File: src/rtl/sound_pkg.sv
// -----------------------------------------------------------------------------
// sound_pkg
//   Constants shared by the tone generators and the PWM audio output stage.
//   SAMPLE_W_DEF   default sample width (PWM frame = 2**SAMPLE_W ticks)
//   PRESCALE_W_DEF default width of the runtime prescale value
//   VOL_W          width of the volume control
//   VOL_SHIFT      right shift applied after volume scaling (volume+1 is /16)
// -----------------------------------------------------------------------------
package sound_pkg;
    localparam int SAMPLE_W_DEF   = 8;
    localparam int PRESCALE_W_DEF = 8;
    localparam int VOL_W          = 4;
    localparam int VOL_SHIFT      = 4;
endpackage

File: src/rtl/pwm_audio_out_tick_divider.sv
// -----------------------------------------------------------------------------
// tick_divider
//   Produces a 1-clock tick every prescale+1 clocks.
//   i_clk       system clock
//   i_rst_n     synchronous active-low reset
//   i_prescale  divide value; captured at reset and at every tick, so a change
//               mid-period only takes effect after the tick in progress
//   o_tick      1-clock pulse when the divider reaches its terminal count
// -----------------------------------------------------------------------------
module tick_divider
    import sound_pkg::*;
#(
    parameter int PRESCALE_W = PRESCALE_W_DEF
) (
    input  logic                  i_clk,
    input  logic                  i_rst_n,
    input  logic [PRESCALE_W-1:0] i_prescale,
    output logic                  o_tick
);
    logic [PRESCALE_W-1:0] r_div;
    logic [PRESCALE_W-1:0] r_pre;

    // Comparing against a latched copy keeps the count from running past a
    // terminal value that was lowered mid-period.
    assign o_tick = (r_div == r_pre);

    always_ff @(posedge i_clk) begin
        if (!i_rst_n) begin
            r_div <= '0;
            r_pre <= i_prescale;
        end else if (o_tick) begin
            r_div <= '0;
            r_pre <= i_prescale;
        end else begin
            r_div <= r_div + PRESCALE_W'(1);
        end
    end
endmodule

File: src/rtl/pwm_audio_out.sv
// -----------------------------------------------------------------------------
// pwm_audio_out
//   Accepts samples over valid/ready into a 1-entry pending buffer and loads
//   them into the duty register only at a PWM frame boundary.
//   clk           system clock
//   rst           synchronous active-low reset
//   prescale      one PWM tick every prescale+1 clocks
//   sample        unsigned input sample
//   sample_valid  sample presented
//   sample_ready  pending buffer empty (registered state only)
//   volume        gain control, present only when PWM_VOLUME_EN is defined
//   pwm_out       registered PWM pin
//   frame_start   1-clock pulse on the clock where the new duty takes effect
//   underrun      sticky: a frame began with nothing pending
// Build option: PWM_VOLUME_EN enables the volume port and the gain multiply.
// -----------------------------------------------------------------------------
module pwm_audio_out
    import sound_pkg::*;
#(
    parameter int SAMPLE_W   = SAMPLE_W_DEF,
    parameter int PRESCALE_W = PRESCALE_W_DEF
) (
    input  logic                  clk,
    input  logic                  rst,
    input  logic [PRESCALE_W-1:0] prescale,
    input  logic [SAMPLE_W-1:0]   sample,
    input  logic                  sample_valid,
    output logic                  sample_ready,
`ifdef PWM_VOLUME_EN
    input  logic [VOL_W-1:0]      volume,
`endif
    output logic                  pwm_out,
    output logic                  frame_start,
    output logic                  underrun
);
    logic                w_tick;
    logic                w_bnd;
    logic                w_accept;
    logic [SAMPLE_W-1:0] w_load;

    logic [SAMPLE_W-1:0] r_ctr;
    logic [SAMPLE_W-1:0] r_duty;
    logic [SAMPLE_W-1:0] r_pend;
    logic                r_full;
    logic                r_alive;
    logic                r_pwm;
    logic                r_fs;
    logic                r_unr;

    tick_divider #(.PRESCALE_W(PRESCALE_W)) u_div (
        .i_clk      (clk),
        .i_rst_n    (rst),
        .i_prescale (prescale),
        .o_tick     (w_tick)
    );

    assign w_bnd        = w_tick && (r_ctr == '1);
    // r_alive holds ready low through reset and for the release edge itself.
    assign sample_ready = r_alive && !r_full;
    assign w_accept     = sample_valid && sample_ready;

`ifdef PWM_VOLUME_EN
    localparam int PW = SAMPLE_W + VOL_W + 1;
    logic [VOL_W:0] w_gain;
    logic [PW-1:0]  w_prod;
    assign w_gain = {1'b0, volume} + (VOL_W + 1)'(1);
    // Full-width product; after the shift the result always fits SAMPLE_W.
    assign w_prod = PW'(r_pend) * PW'(w_gain);
    assign w_load = SAMPLE_W'(w_prod >> VOL_SHIFT);
`else
    assign w_load = r_pend;
`endif

    always_ff @(posedge clk) begin
        if (!rst) begin
            r_ctr   <= '0;
            r_duty  <= '0;
            r_pend  <= '0;
            r_full  <= 1'b0;
            r_alive <= 1'b0;
            r_pwm   <= 1'b0;
            r_fs    <= 1'b0;
            r_unr   <= 1'b0;
        end else begin
            r_alive <= 1'b1;
            r_fs    <= w_bnd;
            r_pwm   <= (r_ctr < r_duty);
            if (w_tick)
                r_ctr <= r_ctr + SAMPLE_W'(1);
            if (w_bnd) begin
                if (r_full) begin
                    r_duty <= w_load;
                    r_full <= 1'b0;
                end else begin
                    r_unr  <= 1'b1;
                end
            end
            // Accept needs an empty buffer, so it never collides with the
            // boundary drain above; a sample landing on the boundary waits
            // in pending for the next one.
            if (w_accept) begin
                r_pend <= sample;
                r_full <= 1'b1;
            end
        end
    end

    assign pwm_out     = r_pwm;
    assign frame_start = r_fs;
    assign underrun    = r_unr;
endmodule

File: config.mk
export PLATFORM = sky130hd
export DESIGN_NAME = pwm_audio_out
export DESIGN_NICKNAME = d
export VERILOG_FILES = /design/src/rtl/sound_pkg.sv /design/src/rtl/pwm_audio_out_tick_divider.sv /design/src/rtl/pwm_audio_out.sv
export SDC_FILE = /design/constraint.sdc
export NUM_CORES = 1
export LEC_CHECK = 0
export CAP_MARGIN = 20
export CORE_ASPECT_RATIO = 0.7
export CORE_MARGIN = 2
export CORE_UTILIZATION = 54
export DETAILED_ROUTE_END_ITERATION = 6
export PLACE_DENSITY = 0.87
export SLEW_MARGIN = 0
export SYNTH_ARGS = -nofsm -noshare
export SYNTH_HDL_FRONTEND = slang
export SYNTH_SLANG_ARGS = --single-unit
File: constraint.sdc
create_clock -name clk -period 2.2 [get_ports clk]
set_input_delay 0.44 -clock clk [delete_from_list [all_inputs] [get_ports clk]]
set_output_delay 0.44 -clock clk [all_outputs]
set_load 0.005 [all_outputs]
* Word level (Yosys, flattened, before mapping)
Index checks and enable logic that the tools add are counted.
** Storage, ports and cells
- Register bits after elaboration :: 45
- Bits of input ports :: 19
** Cells by class
- Add/sub/neg operators :: 2
- Magnitude comparators :: 1
- Equal/unequal tests :: 3
- Multiplexer cells :: 5
- Bitwise logic cells :: 2
- Reductions and logical operators :: 8
** Operator list (count)
- adder 8 x 1 -> 8 bit, second input constant :: 2
- two-way mux 8 bit :: 2
- equality test 8 bit :: 1
- equality test 8 bit, second input constant :: 1
- < comparator 8 bit :: 1
- AND reduction 2 bit :: 2
- logical AND 1 bit :: 3
- two-way mux 1 bit :: 3
- inequality test 2 x 1 -> 1 bit, second input constant :: 1
- inverter 1 bit :: 2
- nonzero test 2 bit :: 1
- OR reduction 2 bit :: 1
- zero test 1 bit :: 1

* Longest topological paths before layout
Gate-level depths: netlist of the first run.
- Depth in word-level cells :: 4
- Depth in mapped cells :: 6

* Hierarchy
From an unflattened synthesis of the first run, not the netlist that was laid out.
** Second synthesis, totals
- Cells, all modules :: 190
- Area total of the unflattened synthesis :: 2003.2 um^2
** By module, submodules not included
- pwm_audio_out :: times used 1, cells an instance 134, area each 1303.8 um^2
- tick_divider :: times used 1, cells an instance 56, area each 699.4 um^2

* Least setup slack after synthesis of the first run
Ideal clock, no wire load.
- Path type :: reg2reg
- From :: register u_div.r_pre[4]
- To :: register r_duty[0]
- Library setup time :: 72 ps
- Arrival :: 1743 ps
- Required time :: 2128 ps
- Path slack :: 385 ps
- Stages on the path, launching flop included :: 6
- Clock period less this slack :: 1815 ps
- Cell sequence :: edfxtp_1 xor2_1 nor4_2 nand2_2 nor3_4 mux2i_1
** On the way
- Longest elaborated chain between the ends :: 3
** RTL lines
- start: declaration :: line pwm_audio_out_tick_divider.sv:21 : logic [PRESCALE_W-1:0] r_pre;
- start signal: assignment :: line pwm_audio_out_tick_divider.sv:30 : r_pre <= i_prescale;
- start signal: assignment :: line pwm_audio_out_tick_divider.sv:33 : r_pre <= i_prescale;
- equality test 8 bit :: line pwm_audio_out_tick_divider.sv:25 : assign o_tick = (r_div == r_pre);
- logical AND 1 bit :: line pwm_audio_out.sv:57 : assign w_bnd = w_tick && (r_ctr == '1);
- AND reduction 2 bit (no source line)
- end signal: assignment :: line pwm_audio_out.sv:92 : r_duty <= w_load;
- end: declaration :: line pwm_audio_out.sv:42 : logic [SAMPLE_W-1:0] r_duty;
No other way between the ends.
A chain may end at the register's enable or synchronous reset.

* Final worst setup path of the first run
- From :: register u_div.r_pre[3]
- To :: register r_duty[6]
The elaborated chain is that of the path after synthesis.

==> results of run 1 <==
==> tightest hold or removal path: stages, from the launching register on <==
cell and delay, ns:
dfxtp_1 0.32, nand2_1 0.05, a21oi_1 0.05
==> cells in the final DEF (no fill, tap or decap) <==
master	count
edfxtp_1	8
a21o_1	2
a21oi_1	11
nand2b_1	1
nor2b_1	1
nand4_1	6
xnor2_1	2
clkinv_4	1
and3_1	3
nor3_1	3
o22ai_1	1
inv_1	9
o21ai_0	3
nor4_1	1
clkdlybuf4s50_1	22
buf_4	5
o21a_1	2
clkinv_1	1
clkbuf_8	5
or3_1	3
nor4_2	2
nand3_1	16
clkbuf_1	1
nand3b_1	1
a22o_1	1
dfxtp_1	37
nor3_4	1
bufinv_16	1
ha_1	9
nand2_1	29
nand2_2	1
mux2i_1	9
xor2_1	15
a211oi_1	2
nor2_1	13
==> Yosys cell counts (2+ instances only) <==
cell | n | share of area (%)
nor4_2 | 2 | 1.3
or3_1 | 3 | 0.98
nand2_1 | 29 | 5.7
nor2_1 | 13 | 2.5
xnor2_1 | 2 | 0.91
nand4_1 | 6 | 2.0
a21o_1 | 2 | 0.78
o21ai_0 | 3 | 0.78
mux2i_1 | 9 | 4.7
clkbuf_1 | 5 | 0.98
ha_1 | 9 | 5.9
nand3_1 | 16 | 4.2
dfxtp_1 | 37 | 39
inv_1 | 9 | 1.8
a211oi_1 | 2 | 0.78
and3_1 | 3 | 0.98
edfxtp_1 | 8 | 13
o21a_1 | 2 | 0.78
xor2_1 | 15 | 6.8
nor3_1 | 3 | 0.78
a21oi_1 | 11 | 2.9
==> worst paths after layout <==
path,to,slack (ns),depth (start not counted),startpoint
max,r_duty[6],0.27,6,u_div.r_pre[3]
min,r_pend[0],0.46,2,r_pend[0]
max reg2reg,r_duty[6],0.27,6,u_div.r_pre[3]
min reg2reg,r_pend[0],0.46,2,r_pend[0]
==> logic make-up (layout without fill, tap and decap cells) <==
kind of cell,count (synthesis),count (layout),synth area share [%]
xor+xnor,17,17,7.75
fa+ha+maj,9,9,5.86
flops,45,45,51.1
simple gates,81,81,20.9
mux,9,9,4.69
buf+inv,15,45,2.93
compound gates,22,22,6.77
==> metrics by stage <==
stage / instance area [um^2] / util [%] / hold slack [ns]
after global placement: 2220 / 64.1 / 0.444
final: 2330 / 67.3 / 0.457
after CTS: 2330 / 67.3 / 0.460
after global routing: 2330 / 67.3 / 0.484
after floorplan: 1920 / - / 0.435
after detailed placement: 2220 / 64.1 / 0.448
==> registers in the layout (all words and copies together) (netlist names) <==
| name | cells |
|---|---|
| r_ctr | 8 |
| r_pend | 8 |
| frame_start | 1 |
| u_div.r_div | 8 |
| r_alive | 1 |
| pwm_out | 1 |
| r_duty | 8 |
| r_full | 1 |
| u_div.r_pre | 8 |
| underrun | 1 |
==> metal layers <==
| layer | routed length, um | up-vias | track usage, % |
|---|---|---|---|
| met3 | 133 | 7 | 5.06 |
| met1 | 1750 | 694 | 27.4 |
| met5 | 0 | - | 0 |
| li1 | - | 741 | - |
| met2 | 1590 | 25 | 29.7 |
| met4 | 68 | 0 | 8.77 |
==> power breakdown <==
part | leakage, uW | switching (uW) | internal [uW] | total, uW
Combinational | 0.000450 | 49.0 | 54.8 | 104
Clock | 0.0000554 | 275 | 341 | 616
Sequential | 0.000378 | 17.3 | 861 | 878
==> area by class of cell <==
class	instances	area (um^2)	share of cell area [%]
flip-flops and latches	45	981	42.0
multi-input cells	138	883	37.9
repair buffers	27	258	11.0
clock buffers	6	72.6	3.11
well taps	50	62.6	2.68
clock inverters	2	38.8	1.66
inverters	10	37.5	1.61
==> metrics.md, run 1 <==
| Metric | Value |
|---|---|
| Outcome | completed |
| Final Net Count | 255 |
| Synthesized instance count | 198 |
| Required time worst endpoint | 2.43 ns |
| Chip height | 53.9 um |
| Initial core utilization | 55.4% |
| DR pass1 iterations | 4 |
| Ant. Diodes | 0 |
| Sequential area share after synthesis | 51.1% |
| Startpoint types | flop |
| Routed wire length | 3.54 mm |
| Cell Rows | 18 |
| Global placement routability congestion | 0.756 |
| Setup violators final | 0 |
| Die area | 0.00406 mm^2 |
| Synthesized area per cell | 9.70 um^2 |
| Critical Path End Type | flop |
| Post-synthesis cell area | 0.00192 mm^2 |
| Layout Cells excl Fill | 278 |
| Layout cell share with drive strength beyond 1 | 7.02% |
| CP cell instances | xor2_1, nor4_2, nand2_2, nor3_4, buf_4, mux2i_1 |
| CP peak stage delay | 0.46 ns |
| Final min period | 1.93 ns |
| Buffers on Ports | 22 |
| RSZ-0062 raised after global routing | no |
| Pre-CTS WS | 0.274 ns |
| Critical path's top delay family | simple AND/OR/NAND/NOR gates |
| First-pass GRT wire length | 5.95 mm |
| Slew Limit Fails | 0 |
| Clk_lat worst skew | 0.30 ns |
| Depth of the CTS H-tree | 2 |
| DRC Markers | 0 |
| CTS buffer count | 5 |
| Max clock buf depth | 2 |
| Grt ovf | 0 |
| Core box area | 0.00347 mm^2 |
| Critical path class | reg2reg |
| Max rail drop VDD | 0.551 mV |
| Ys async rst share | 0% |
| Vias/cell | 5.28 |
| Via count | 1467 |
| GRT Total Usage | 19.9% |
| # fillers | 292 |
| I/O pin cnt | 23 |
| Distinct cells, synth | 30 |
| Period Utilization, post-route | 87.9% |
| WL/cell | 12.7 um |
| Final WS setup | 0.266 ns |
| Static leakage | 0.000883 uW |
| Placed insts | 270 |
| Maxcap violations | 0 |
| Fmax achieved | 517 MHz |
| PD cells | 685 mW/mm^2 |
| Setup TNS | 0 ns |
| CTS hold repair buffers | 0 |
| Relative slew margins | 71.2% |
| CTS tree | built |
| Worst-path fanout max | 8 |
| CTS resizes | 0 |
| Worst Tran Pin Value | 0.428 ns |
| Vias in the first global route | 1329 |
| Post-CTS setup buffer count | 0 |
| Crit path buffers/inverters | 1 |
| CP max stage cell | nor4_2 |
| Largest net degree at the start of global routing | 24 |
| Clock Skew | 0.00686 ns |
| Area Overhead vs Synth | 21.5% |
| Final hold viol count | 0 |
| Hold Crit Class | reg2reg |
| FF+latch count, synth | 45 |
| Arrival time at the worst endpoint | 2.16 ns |
| Syn nets | 226 |
| Initial antenna violation count | 0 |
| DRT iter0 DRCs | 119 |
| CTS root buf | clkbuf_8 |
| Most used flip-flop cell after synthesis | dfxtp_1 |
| Clock sinks | 45 |
| Die width | 75.3 um |
| Total power | 1600 uW |
| Detail Route Antenna Nets | 0 |
| DP HPWL | 2.68 mm |
| Clk slew on worst S/H paths | 0.08 ns |
| Post-synth EDFFs | 8 |
| Synth Warn # | 0 |
Note: power is estimated with default switching activity, not from simulation.
==> run 2, diff against run 1 <==
Settings changed: CORE_UTILIZATION 54 to 58, PLACE_DENSITY 0.87 to 0.91, SKIP_CTS_REPAIR_TIMING set to 1.
Clock period 2.2 ns to 2.3 ns, I/O delays scaled along.
==> run 2 against run 1 <==
Against the previous run:
- count of clock-buffer cells in the layout shrank 1
- die area fell by 6.5%
- via count shrank 2.8%
- sequential cell count is the same
- setup slack worse by 0.073 ns
- routed wire length is 1.8% higher
- cell area is 1.9% lower
- maximum frequency shrank 8.2%
==> metrics.md, run 2 (synthesized netlist as in run 1, its figures left out) <==
| Metric | Value |
|---|---|
| Outcome | completed |
| CTS buffer count | 5 (unchanged) |
| CTS tree | built |
| Routed wire length | 3.60 mm (+1.8%) |
| Clk slew on worst S/H paths | 0.09 ns (about the same) |
| Buffers on Ports | 22 (unchanged) |
| Initial core utilization | 61.0% (+5.6 points) |
| DRC Markers | 0 (unchanged) |
| PD cells | 627 mW/mm^2 (-8.4%) |
| Hold Crit Class | reg2reg |
| DRT iter0 DRCs | 66 (-45%) |
| Chip height | 52.1 um (-3.2%) |
| GRT Total Usage | 20.8% (+0.91 points) |
| DP HPWL | 2.63 mm (-1.8%) |
| Most Used Layer, Global Route | met1 |
| Ant. Diodes | 0 (unchanged) |
| WL/cell | 13.6 um (+6.8%) |
| # fillers | 234 (-20%) |
| Worst-path fanout max | 8 (unchanged) |
| Commonest non-fill, non-tap cell in the layout | dfxtp_1 |
| Setup violators final | 0 (unchanged) |
| Global placement routability congestion | 0.830 (+9.8%) |
| Vias/cell | 5.38 (+2.0%) |
| Required time worst endpoint | 2.53 ns (+0.10 ns) |
| DR pass1 iterations | 4 (unchanged) |
| CTS root buf | clkbuf_8 |
| Relative slew margins | 64.3% (-6.9 points) |
| I/O pin cnt | 23 (unchanged) |
| Final Net Count | 254 (-0.39%) |
| Area Overhead vs Synth | 19.2% |
| Most frequent cells in the layout | 37 x dfxtp_1, 29 x nand2_1, 22 x clkdlybuf4s50_1 |
| Via count | 1426 (-2.8%) |
| Die area | 0.00380 mm^2 (-6.5%) |
| Layout cell share with drive strength beyond 1 | 7.05% (+0.031 points) |
| Startpoint types | flop |
| Final min period | 2.11 ns (+0.173 ns) |
| Die width | 72.8 um (-3.3%) |
| Worst Tran Pin Value | 0.534 ns (+0.106 ns) |
| Maxcap violations | 0 (unchanged) |
| Core box area | 0.00315 mm^2 (-9.2%) |
| Detail Route Antenna Nets | 0 (unchanged) |
| Layout Cells excl Fill | 265 (-4.7%) |
| Static leakage | 0.000867 uW (-1.8%) |
| Placed insts | 257 (-4.8%) |
| Initial antenna violation count | 0 (unchanged) |
| First-pass GRT wire length | 5.89 mm (-1.0%) |
| Critical path class | reg2reg |
| Critical Path End Type | flop |
| Slew Limit Fails | 0 (unchanged) |
| Period Utilization, post-route | 91.6% (+3.7 points) |
| Met2 Use GR | 29.1% (-0.62 points) |
| Met3 usage | 6.01% (+0.95 points) |
| Fmax achieved | 474 MHz (-8.2%) |
| Clk_lat worst skew | 0.30 ns (about the same) |
| Max clock buf depth | 2 (unchanged) |
| Arrival time at the worst endpoint | 2.34 ns (+0.18 ns) |
| Clock Skew | 0.00300 ns (-0.00385 ns) |
| Grt ovf | 0 (unchanged) |
| Vias in the first global route | 1262 (-5.0%) |
| Max rail drop VDD | 0.528 mV (-4.3%) |
| Clock sinks | 45 (unchanged) |
| Largest net degree at the start of global routing | 24 (unchanged) |
| Cell Rows | 17 (-1) |
| Setup TNS | 0 ns (unchanged) |
| Routing usage on met1 | 30.8% (+3.4 points) |
| Total power | 1440 uW (-10%) |
| Final hold viol count | 0 (unchanged) |
| RSZ-0062 raised after global routing | no |
| Depth of the CTS H-tree | 2 (unchanged) |
[run 2: changes by cell type in the layout (fill, tap and decap cells not counted)]
cell,change
clkinvlp_4,+1
buf_4,-1
clkbuf_1,-1
clkinv_4,-1
clkinv_2,+1
bufinv_16,-1
inv_6,+1
[run 2: metrics by stage]
stage	utilization (%)	area (um^2)	setup slack, ns	hold WS, ns
after floorplan	-	1920	0.485	0.435
after global placement	69.9	2200	0.352	0.444
after detailed placement	69.9	2200	0.215	0.448
after CTS	72.7	2290	0.194	0.459
after global routing	72.7	2290	0.0286	0.483
final	72.7	2290	0.192	0.461
[run 2: worst paths after layout]
path	start	endpoint	slack (ns)	cells after the start
setup / recovery	u_div.r_pre[3]	r_duty[2]	0.19	5
setup reg to reg	u_div.r_pre[3]	r_duty[2]	0.19	5
hold / removal	r_pend[7]	r_pend[7]	0.46	2
hold reg to reg	r_pend[7]	r_pend[7]	0.46	2
[run 2: worst max-delay path: stages, from the launching register on]
cell	delay [ns]
edfxtp_1	0.41
xor2_1	0.16
nor4_2	0.46
nand2_2	0.22
nor3_4	0.53
mux2i_1	0.25
[run 2: final cells by class]
class                      instances  area (um^2)  share of cell area (%)
clock buffer                       5         68.8                    3.01
clock inverter                     3         21.3                   0.929
inverter                          10         37.5                    1.64
multi-input combinational        138          883                    38.6
sequential                        45          981                    42.8
tap                               38         47.5                    2.08
timing repair buffer              26          250                    10.9
[run 2: power breakdown]
group / switching, uW / leakage [uW] / internal, uW
registers: 16.7 / 0.000378 / 824
clock network: 280 / 0.0000445 / 216
logic: 46.9 / 0.000444 / 52.5
[run 2: per-layer routing]
metal | routed length [um] | part of all wire (%) | vias to the layer above
met5 | 0 | 0 | -
met3 | 122 | 3.4 | 2
met2 | 1580 | 44 | 29
met1 | 1880 | 52 | 659
li1 | - | - | 736
met4 | 16 | 0.44 | 0
